--- src/rtl/mem_io_responder_pkg.sv ---
// Shared definitions for the memory / port load-store responder:
// default widths, FSM state codes, request classification and the
// sizing rule for the port handshake wait counter.
package mem_io_responder_pkg;

    localparam int DEFAULT_DATA_WIDTH = 16;
    localparam int DEFAULT_ADDR_WIDTH = 8;
    localparam int DEFAULT_TIMEOUT    = 255;

    // Responder FSM states.
    typedef enum logic [2:0] {
        ST_IDLE,
        ST_MEM_RD,
        ST_PORT_IN,
        ST_PORT_OUT,
        ST_RESP
    } state_e;

    // What a request asks for, decoded from its write/port flags.
    typedef enum logic [1:0] {
        OP_MEM_RD,
        OP_MEM_WR,
        OP_PORT_IN,
        OP_PORT_OUT
    } op_e;

    function automatic op_e decode_op(input logic write, input logic port);
        op_e op;
        if (port) begin
            op = write ? OP_PORT_OUT : OP_PORT_IN;
        end else begin
            op = write ? OP_MEM_WR : OP_MEM_RD;
        end
        return op;
    endfunction

    // The wait counter must hold TIMEOUT-1 and is never narrower than 8 bits.
    function automatic int wait_cnt_width(input int timeout);
        int w;
        w = $clog2(timeout);
        return (w > 8) ? w : 8;
    endfunction

endpackage

--- src/rtl/mem_io_responder_if.sv ---
// Load/store request bus between the control unit (master) and the
// memory / port responder (slave). One request outstanding at a time;
// the master holds req and its fields until the slave pulses ack.
interface mem_io_responder_if #(
    parameter int DATA_WIDTH = mem_io_responder_pkg::DEFAULT_DATA_WIDTH,
    parameter int ADDR_WIDTH = mem_io_responder_pkg::DEFAULT_ADDR_WIDTH
);

    logic                  req;
    logic                  req_write;
    logic                  req_port;
    logic [ADDR_WIDTH-1:0] req_addr;
    logic [DATA_WIDTH-1:0] req_wdata;
    logic                  ack;
    logic                  err;
    logic [DATA_WIDTH-1:0] rdata;

    modport master (
        output req, req_write, req_port, req_addr, req_wdata,
        input  ack, err, rdata
    );

    modport slave (
        input  req, req_write, req_port, req_addr, req_wdata,
        output ack, err, rdata
    );

endinterface

--- src/rtl/mem_io_responder_sram.sv ---
// Single-port synchronous RAM with a registered read port. A write
// also returns the written word on rdata the following cycle.
module mem_sram #(
    parameter int DATA_WIDTH = 16,
    parameter int ADDR_WIDTH = 8
) (
    input  logic                  clk,
    input  logic                  we,
    input  logic [ADDR_WIDTH-1:0] addr,
    input  logic [DATA_WIDTH-1:0] wdata,
    output logic [DATA_WIDTH-1:0] rdata
);

    localparam int DEPTH = 1 << ADDR_WIDTH;

    logic [DATA_WIDTH-1:0] mem [DEPTH];

    // Write-first access: one read or write per cycle, data out one cycle later.
    // NOTE: the array has no reset on purpose; clearing every word would turn the
    // RAM into a register bank, and nothing depends on its power-up contents.
    always_ff @(posedge clk) begin
        if (we) begin
            mem[addr] <= wdata;
            rdata     <= wdata;
        end else begin
            rdata     <= mem[addr];
        end
    end

endmodule

--- src/rtl/mem_io_responder.sv ---
// Target side of the control unit's load/store bus. Serves RAM loads and
// stores plus port IN/OUT transfers over a valid/ready handshake with a
// bounded wait, and answers every request with a single ack pulse.
module mem_io_responder
    import mem_io_responder_pkg::*;
#(
    parameter int DATA_WIDTH = DEFAULT_DATA_WIDTH,
    parameter int ADDR_WIDTH = DEFAULT_ADDR_WIDTH,
    parameter int TIMEOUT    = DEFAULT_TIMEOUT
) (
    input  logic                  clk,
    input  logic                  reset,
    mem_io_responder_if.slave     bus,
    output logic [ADDR_WIDTH-1:0] port_addr,
    output logic [DATA_WIDTH-1:0] port_out_data,
    output logic                  port_out_valid,
    input  logic                  port_out_ready,
    output logic                  port_in_ready,
    input  logic                  port_in_valid,
    input  logic [DATA_WIDTH-1:0] port_in_data
);

    localparam int               CNT_W    = wait_cnt_width(TIMEOUT);
    localparam logic [CNT_W-1:0] CNT_LAST = CNT_W'(TIMEOUT - 1);

    state_e                state_q;
    state_e                state_d;
    op_e                   op;
    logic                  accept;
    logic                  in_port_wait;
    logic                  wait_expired;
    logic [CNT_W-1:0]      wait_cnt;

    logic                  ram_we;
    logic [DATA_WIDTH-1:0] ram_rdata;

    logic                  resp_load;
    logic                  resp_err;
    logic [DATA_WIDTH-1:0] resp_data;
    logic                  err_q;
    logic [DATA_WIDTH-1:0] rdata_q;

    // A request is taken only while idle; its fields matter on that edge alone.
    assign op           = decode_op(bus.req_write, bus.req_port);
    assign accept       = (state_q == ST_IDLE) && bus.req;
    assign in_port_wait = (state_q == ST_PORT_IN) || (state_q == ST_PORT_OUT);
    assign wait_expired = (wait_cnt == CNT_LAST);

    // Stores commit on the accept edge itself; a reset on that edge blocks them.
    assign ram_we = accept && (op == OP_MEM_WR) && !reset;

    // The RAM address follows the bus directly so a load is issued on the accept
    // edge; the value it reads later, while the bus is ignored, is never used.
    mem_sram #(
        .DATA_WIDTH (DATA_WIDTH),
        .ADDR_WIDTH (ADDR_WIDTH)
    ) u_sram (
        .clk   (clk),
        .we    (ram_we),
        .addr  (bus.req_addr),
        .wdata (bus.req_wdata),
        .rdata (ram_rdata)
    );

    // State register.
    // NOTE: every clocked block uses non-blocking assignments so all registers
    // update together from the values present before the edge.
    always_ff @(posedge clk) begin
        if (reset) begin
            state_q <= ST_IDLE;
        end else begin
            state_q <= state_d;
        end
    end

    // Next state, plus the response to capture when moving into RESP.
    // NOTE: every signal gets a default before the case so no path leaves one
    // unassigned, which would otherwise infer a latch.
    always_comb begin
        state_d   = state_q;
        resp_load = 1'b0;
        resp_err  = 1'b0;
        resp_data = '0;
        unique case (state_q)
            ST_IDLE: begin
                if (bus.req) begin
                    unique case (op)
                        OP_MEM_WR: begin
                            state_d   = ST_RESP;
                            resp_load = 1'b1;
                        end
                        OP_MEM_RD:   state_d = ST_MEM_RD;
                        OP_PORT_IN:  state_d = ST_PORT_IN;
                        OP_PORT_OUT: state_d = ST_PORT_OUT;
                        default:     state_d = ST_IDLE;
                    endcase
                end
            end
            ST_MEM_RD: begin
                state_d   = ST_RESP;
                resp_load = 1'b1;
                resp_data = ram_rdata;
            end
            ST_PORT_IN: begin
                // A handshake on the expiry cycle still counts as success.
                if (port_in_valid) begin
                    state_d   = ST_RESP;
                    resp_load = 1'b1;
                    resp_data = port_in_data;
                end else if (wait_expired) begin
                    state_d   = ST_RESP;
                    resp_load = 1'b1;
                    resp_err  = 1'b1;
                end
            end
            ST_PORT_OUT: begin
                if (port_out_ready) begin
                    state_d   = ST_RESP;
                    resp_load = 1'b1;
                end else if (wait_expired) begin
                    state_d   = ST_RESP;
                    resp_load = 1'b1;
                    resp_err  = 1'b1;
                end
            end
            ST_RESP: begin
                state_d = ST_IDLE;
            end
            default: begin
                state_d = ST_IDLE;
            end
        endcase
    end

    // Handshake wait counter: zero outside the port states, so it starts at 0
    // on the first waiting cycle and counts each cycle spent there.
    always_ff @(posedge clk) begin
        if (reset) begin
            wait_cnt <= '0;
        end else if (in_port_wait) begin
            wait_cnt <= wait_cnt + CNT_W'(1);
        end else begin
            wait_cnt <= '0;
        end
    end

    // Latch the port number and OUT word at acceptance; the bus may change after.
    always_ff @(posedge clk) begin
        if (reset) begin
            port_addr     <= '0;
            port_out_data <= '0;
        end else if (accept && bus.req_port) begin
            port_addr <= bus.req_addr;
            if (bus.req_write) begin
                port_out_data <= bus.req_wdata;
            end
        end
    end

    // Response registers: loaded on entry to RESP; err is cleared once ack ends.
    always_ff @(posedge clk) begin
        if (reset) begin
            err_q   <= 1'b0;
            rdata_q <= '0;
        end else if (resp_load) begin
            err_q   <= resp_err;
            rdata_q <= resp_data;
        end else if (state_q == ST_RESP) begin
            err_q   <= 1'b0;
        end
    end

    // Handshake strobes decode straight from the state register, so OUT offer
    // and IN request are mutually exclusive by construction.
    assign port_out_valid = (state_q == ST_PORT_OUT);
    assign port_in_ready  = (state_q == ST_PORT_IN);
    assign bus.ack        = (state_q == ST_RESP);
    assign bus.err        = err_q;
    assign bus.rdata      = rdata_q;

    // Protocol invariants of the responder, checked during simulation.
    a_port_excl: assert property (@(posedge clk) disable iff (reset)
        !(port_out_valid && port_in_ready));
    a_ack_gap: assert property (@(posedge clk) disable iff (reset)
        bus.ack |=> !bus.ack);

endmodule

--- src/flat_wrapper.sv ---
// flat-port wrapper written by rule: the top's interface ports become plain ports
module mem_io_responder_flat import mem_io_responder_pkg::*;
#(
    parameter int DATA_WIDTH = DEFAULT_DATA_WIDTH,
    parameter int ADDR_WIDTH = DEFAULT_ADDR_WIDTH,
    parameter int TIMEOUT    = DEFAULT_TIMEOUT
)
  (clk, reset, port_addr, port_out_data, port_out_valid, port_out_ready, port_in_ready, port_in_valid, port_in_data, bus_req, bus_req_write, bus_req_port, bus_req_addr, bus_req_wdata, bus_ack, bus_err, bus_rdata);
  mem_io_responder_if #(.DATA_WIDTH(DATA_WIDTH), .ADDR_WIDTH(ADDR_WIDTH)) bus_i ();
  input  logic clk;
  input  logic reset;
  output logic [ADDR_WIDTH-1:0] port_addr;
  output logic [DATA_WIDTH-1:0] port_out_data;
  output logic port_out_valid;
  input  logic port_out_ready;
  output logic port_in_ready;
  input  logic port_in_valid;
  input  logic [DATA_WIDTH-1:0] port_in_data;
  input wire logic [$bits(bus_i.req)-1:0] bus_req;
  input wire logic [$bits(bus_i.req_write)-1:0] bus_req_write;
  input wire logic [$bits(bus_i.req_port)-1:0] bus_req_port;
  input wire logic [$bits(bus_i.req_addr)-1:0] bus_req_addr;
  input wire logic [$bits(bus_i.req_wdata)-1:0] bus_req_wdata;
  output wire logic [$bits(bus_i.ack)-1:0] bus_ack;
  output wire logic [$bits(bus_i.err)-1:0] bus_err;
  output wire logic [$bits(bus_i.rdata)-1:0] bus_rdata;
  assign bus_i.req = bus_req;
  assign bus_i.req_write = bus_req_write;
  assign bus_i.req_port = bus_req_port;
  assign bus_i.req_addr = bus_req_addr;
  assign bus_i.req_wdata = bus_req_wdata;
  assign bus_ack = bus_i.ack;
  assign bus_err = bus_i.err;
  assign bus_rdata = bus_i.rdata;
  mem_io_responder #(.DATA_WIDTH(DATA_WIDTH), .ADDR_WIDTH(ADDR_WIDTH), .TIMEOUT(TIMEOUT)) u_core (.clk(clk), .reset(reset), .bus(bus_i), .port_addr(port_addr), .port_out_data(port_out_data), .port_out_valid(port_out_valid), .port_out_ready(port_out_ready), .port_in_ready(port_in_ready), .port_in_valid(port_in_valid), .port_in_data(port_in_data));
endmodule
--- config.mk ---
export PLATFORM = sky130hd
export DESIGN_NAME = mem_io_responder_flat
export DESIGN_NICKNAME = d
export VERILOG_FILES = /design/src/rtl/mem_io_responder_pkg.sv /design/src/rtl/mem_io_responder_if.sv /design/src/rtl/mem_io_responder_sram.sv /design/src/rtl/mem_io_responder.sv /design/src/flat_wrapper.sv
export SDC_FILE = /design/constraint.sdc
export NUM_CORES = 2
export LEC_CHECK = 0
export BUFFER_PORTS_ARGS = -buffer_cell sky130_fd_sc_hd__buf_2
export CORE_ASPECT_RATIO = 0.8
export CORE_UTILIZATION = 45
export DETAILED_ROUTE_END_ITERATION = 10
export PLACE_DENSITY = 0.56
export SLEW_MARGIN = 20
export SYNTH_ARGS = -nofsm -noshare
export SYNTH_HDL_FRONTEND = slang
export SYNTH_SLANG_ARGS = --single-unit
export TNS_END_PERCENT = 100
--- constraint.sdc ---
create_clock -name clk -period 3.7 [get_ports clk]
set_input_delay 0.555 -clock clk [delete_from_list [all_inputs] [get_ports clk]]
set_output_delay 0.555 -clock clk [all_outputs]
set_load 0.01 [all_outputs]
==> impl_results.md <==
* Metal-1 WL at 190 mm
* GRT Residual Overflow at 0
* Core area at 0.354 mm²
* # nets final at 8236
* Wire per inst at 33.6 µm
* Minimum clock period at 3.66 ns
* Distinct cells, synth at 65
* Cell Rows at 195
* Synthesized flop and latch total at 4156
* Vias in the first global route at 79500
* Clock skew at 0.0376 ns
* Seq/Total Area, Yosys at 77.5%
* Syn Std Cell Area at 0.160 mm²
* Area grow syn2layout at 16.1%
* Fraction of layout cells with a size suffix above 1 at 29.2%
* Clock Tree Buf Depth at 4
* Yosys warns at 0
* Non-filler cells, final at 13200
* First-pass GRT wire length at 621 mm
* Most common cell in the synthesized netlist: edfxtp_1
* Slew @ Worst Pin at 1.26 ns
* Syn Nets at 7417
* CP Data Required Time at 4.49 ns
* Layout fillers at 27300
* Synth area leader: edfxtp_1
* CTS H-tree depth at 5
* DP Cell Count at 12500
* Vias at 80400
* Final wirelength at 444 mm
* Synth Flop Type: edfxtp_1
* Final hold viol count at 0
* CP Launch Type: flop
* Clock-pin slew on the worst setup and hold paths at 0.06 ns
* DRT iter0 DRCs at 10000
* RSZ-0062 raised after global routing: false
* Syn_area_per_cell at 21.8 µm²
* Top Metal Used: met5
* I/O Buffers at 90
* Final GP Congestion at 0.857
* Setup ws final at 0.0394 ns
* CTS sink count at 4156
* Clock latency on the worst-skew pair at 0.91 ns
* Setup CP Type: reg -> reg
* # IOs at 91
* Max IR drop VDD at 0.000433 V
* Die area at 0.359 mm²
* LEAKAGE at 59.6 nW
* Place WS at -0.303 ns
* Max cap viols at 0
* Pre-antenna DRT Iters at 5
* Largest net degree at the start of global routing at 110
* Met3 WL at 35.7 mm
* Ranking of synthesized cells by area: edfxtp_1, mux4_2, mux2i_1, nor2_1, dfxtp_1
* Multi-input gate area at 0.0339 mm²
* Slew Limit Fails at 0
* Setup violators final at 0
* Post-Syn Instances at 7365
* TritonCTS buffer count at 402
* Remaining DRCs at 0
* Post-synth EDFFs at 4096
* CP Capture Type: flop
* Detail Route Antenna Nets at 0
* Max-slew headroom at 15.7%
* Die Y at 536 µm
* Root buf cell: clkbuf_16
* Reg area at 0.124 mm²
* Fin crit share at 98.9%
* DR vias/cell at 6.07
* Final Util at 52.6%
* F_max at 0.273 GHz
* Critical-path maximum fanout at 22
* Status: finished, final reports clean
* Detail Placement HPWL at 271 mm
* CP Data Arrival Time at 4.45 ns
* Initial antenna violation count at 22
* Met2 WL at 207 mm
* Type of the tightest min-delay check: in -> reg
* Cell Pwr Density at 521 mW/mm²
* Async set-reset flop share out of synthesis at 0%
* Chip width at 669 µm
* CTS tree: done
* Post-synth top area share at 76.7%
* Starting Density at 45.3%
* Post-synth top cells: edfxtp_1, mux4_2, mux2i_1, nor2_1, clkbuf_1
* All-Layer GR Usage at 24.5%
-- routing by layer --
layer / GRT usage, % / vias to the layer above
met4: 5.89 / 8
met2: 37.8 / 3449
met5: 0 / -
met1: 36.8 / 43600
met3: 4.13 / 583
li1: - / 32800
-- registers in the layout, indices dropped and copies added (netlist names), named ones only --
register              flops
u_core.port_addr          8
u_core.port_out_data     16
u_core.u_sram.mem      4096
u_core.bus.rdata         16
u_core.state_q            3
u_core.bus.err            1
u_core.wait_cnt           8
-- critical path, cell delays in order, from the launching register on --
cell and delay, ns:
dfxtp_4 0.36, buf_12 0.15, buf_12 0.18, buf_12 0.16, buf_12 0.20, buf_4 0.26
mux4_2 0.58, o22ai_1 0.34, o31ai_1 0.15, buf_4 0.21, o32ai_2 0.55, buf_4 0.25
o41ai_2 0.08
-- through the flow --
step	instance area (µm²)	setup TNS [ns]	hold slack, ns	power, W
final	186000	0	0.0820	0.0969
after detailed placement	173000	-2.61	0.448	0.0580
after global routing	186000	0	0.0610	0.0994
after global placement	173000	-3.27	0.441	0.0579
after floorplan	160000	0	0.453	0.0552
after CTS	186000	0	0.00648	0.0976
-- cell families after synthesis --
| logic type | share of synthesized area, % |
|---|---|
| AND/OR/NAND/NOR | 1.72 |
| buffers and inverters | 1.52 |
| flip-flops | 77.5 |
| XOR/XNOR | 0.0328 |
| multiplexers | 16.0 |
| AO/OA/AOI/OAI | 3.24 |
| adder cells (fa/ha/maj) | 0.0390 |
-- power by group --
group          internal [W]  switching (W)
Combinational       0.00187        0.00334
Clock                0.0225         0.0174
Sequential           0.0517      0.0000747
Total                0.0760         0.0208
-- final timing paths --
path	startpoint	endpoint	slack, ns	depth (start not counted)
setup / recovery	flop	u_core.bus.rdata[14]	0.04	12
hold / removal	bus_req_write	u_core.state_q[0]	0.08	4
setup reg to reg	flop	u_core.bus.rdata[14]	0.04	12
hold reg to reg	u_core.port_out_data[3]	u_core.port_out_data[3]	0.46	2
-- final cells by class --
class,count,area share [%]
clock buffers,484,5.70
diodes,6,0.00807
multi-input cells,2759,18.2
flip-flops and latches,4156,66.7
repair buffers,858,5.06
inverters,7,0.0195
clock inverters,240,1.06
well taps,4728,3.18
-- placed cells by master (no fill, tap or decap), types with 15 or more instances in the layout --
master,count
or2_2,20
dfxtp_1,54
clkinv_1,98
and2_1,37
nand3_1,31
clkinvlp_4,15
mux2_2,75
o22a_1,30
nor2_1,314
o32ai_1,21
a211oi_1,93
edfxtp_1,4096
clkinv_2,82
buf_12,241
o21ai_0,31
o21ai_1,19
bufinv_16,30
nor2b_1,30
a22oi_1,57
o41ai_2,15
clkbuf_16,410
nor2_2,27
nor3_1,37
mux4_2,889
buf_8,16
buf_2,74
a31oi_1,23
mux2i_1,472
buf_4,516
a21oi_1,92
a22o_1,16
o221ai_1,111
nand2_1,74
o31ai_1,16
o22ai_1,95
clkbuf_1,67
o211a_1,29
-- timing repair --
| action | CTS | global route |
|---|---|---|
| endpoints found under the setup margin | 15 | 7 |
| cloned | 0 | 0 |
| hold buffers | 10 | 0 |
| buffers inserted | 4 | 4 |
| hold endpoints to repair | 32 | 0 |
| gates resized for setup | 16 | 3 |
Note: power is estimated with default switching activity, not from simulation.
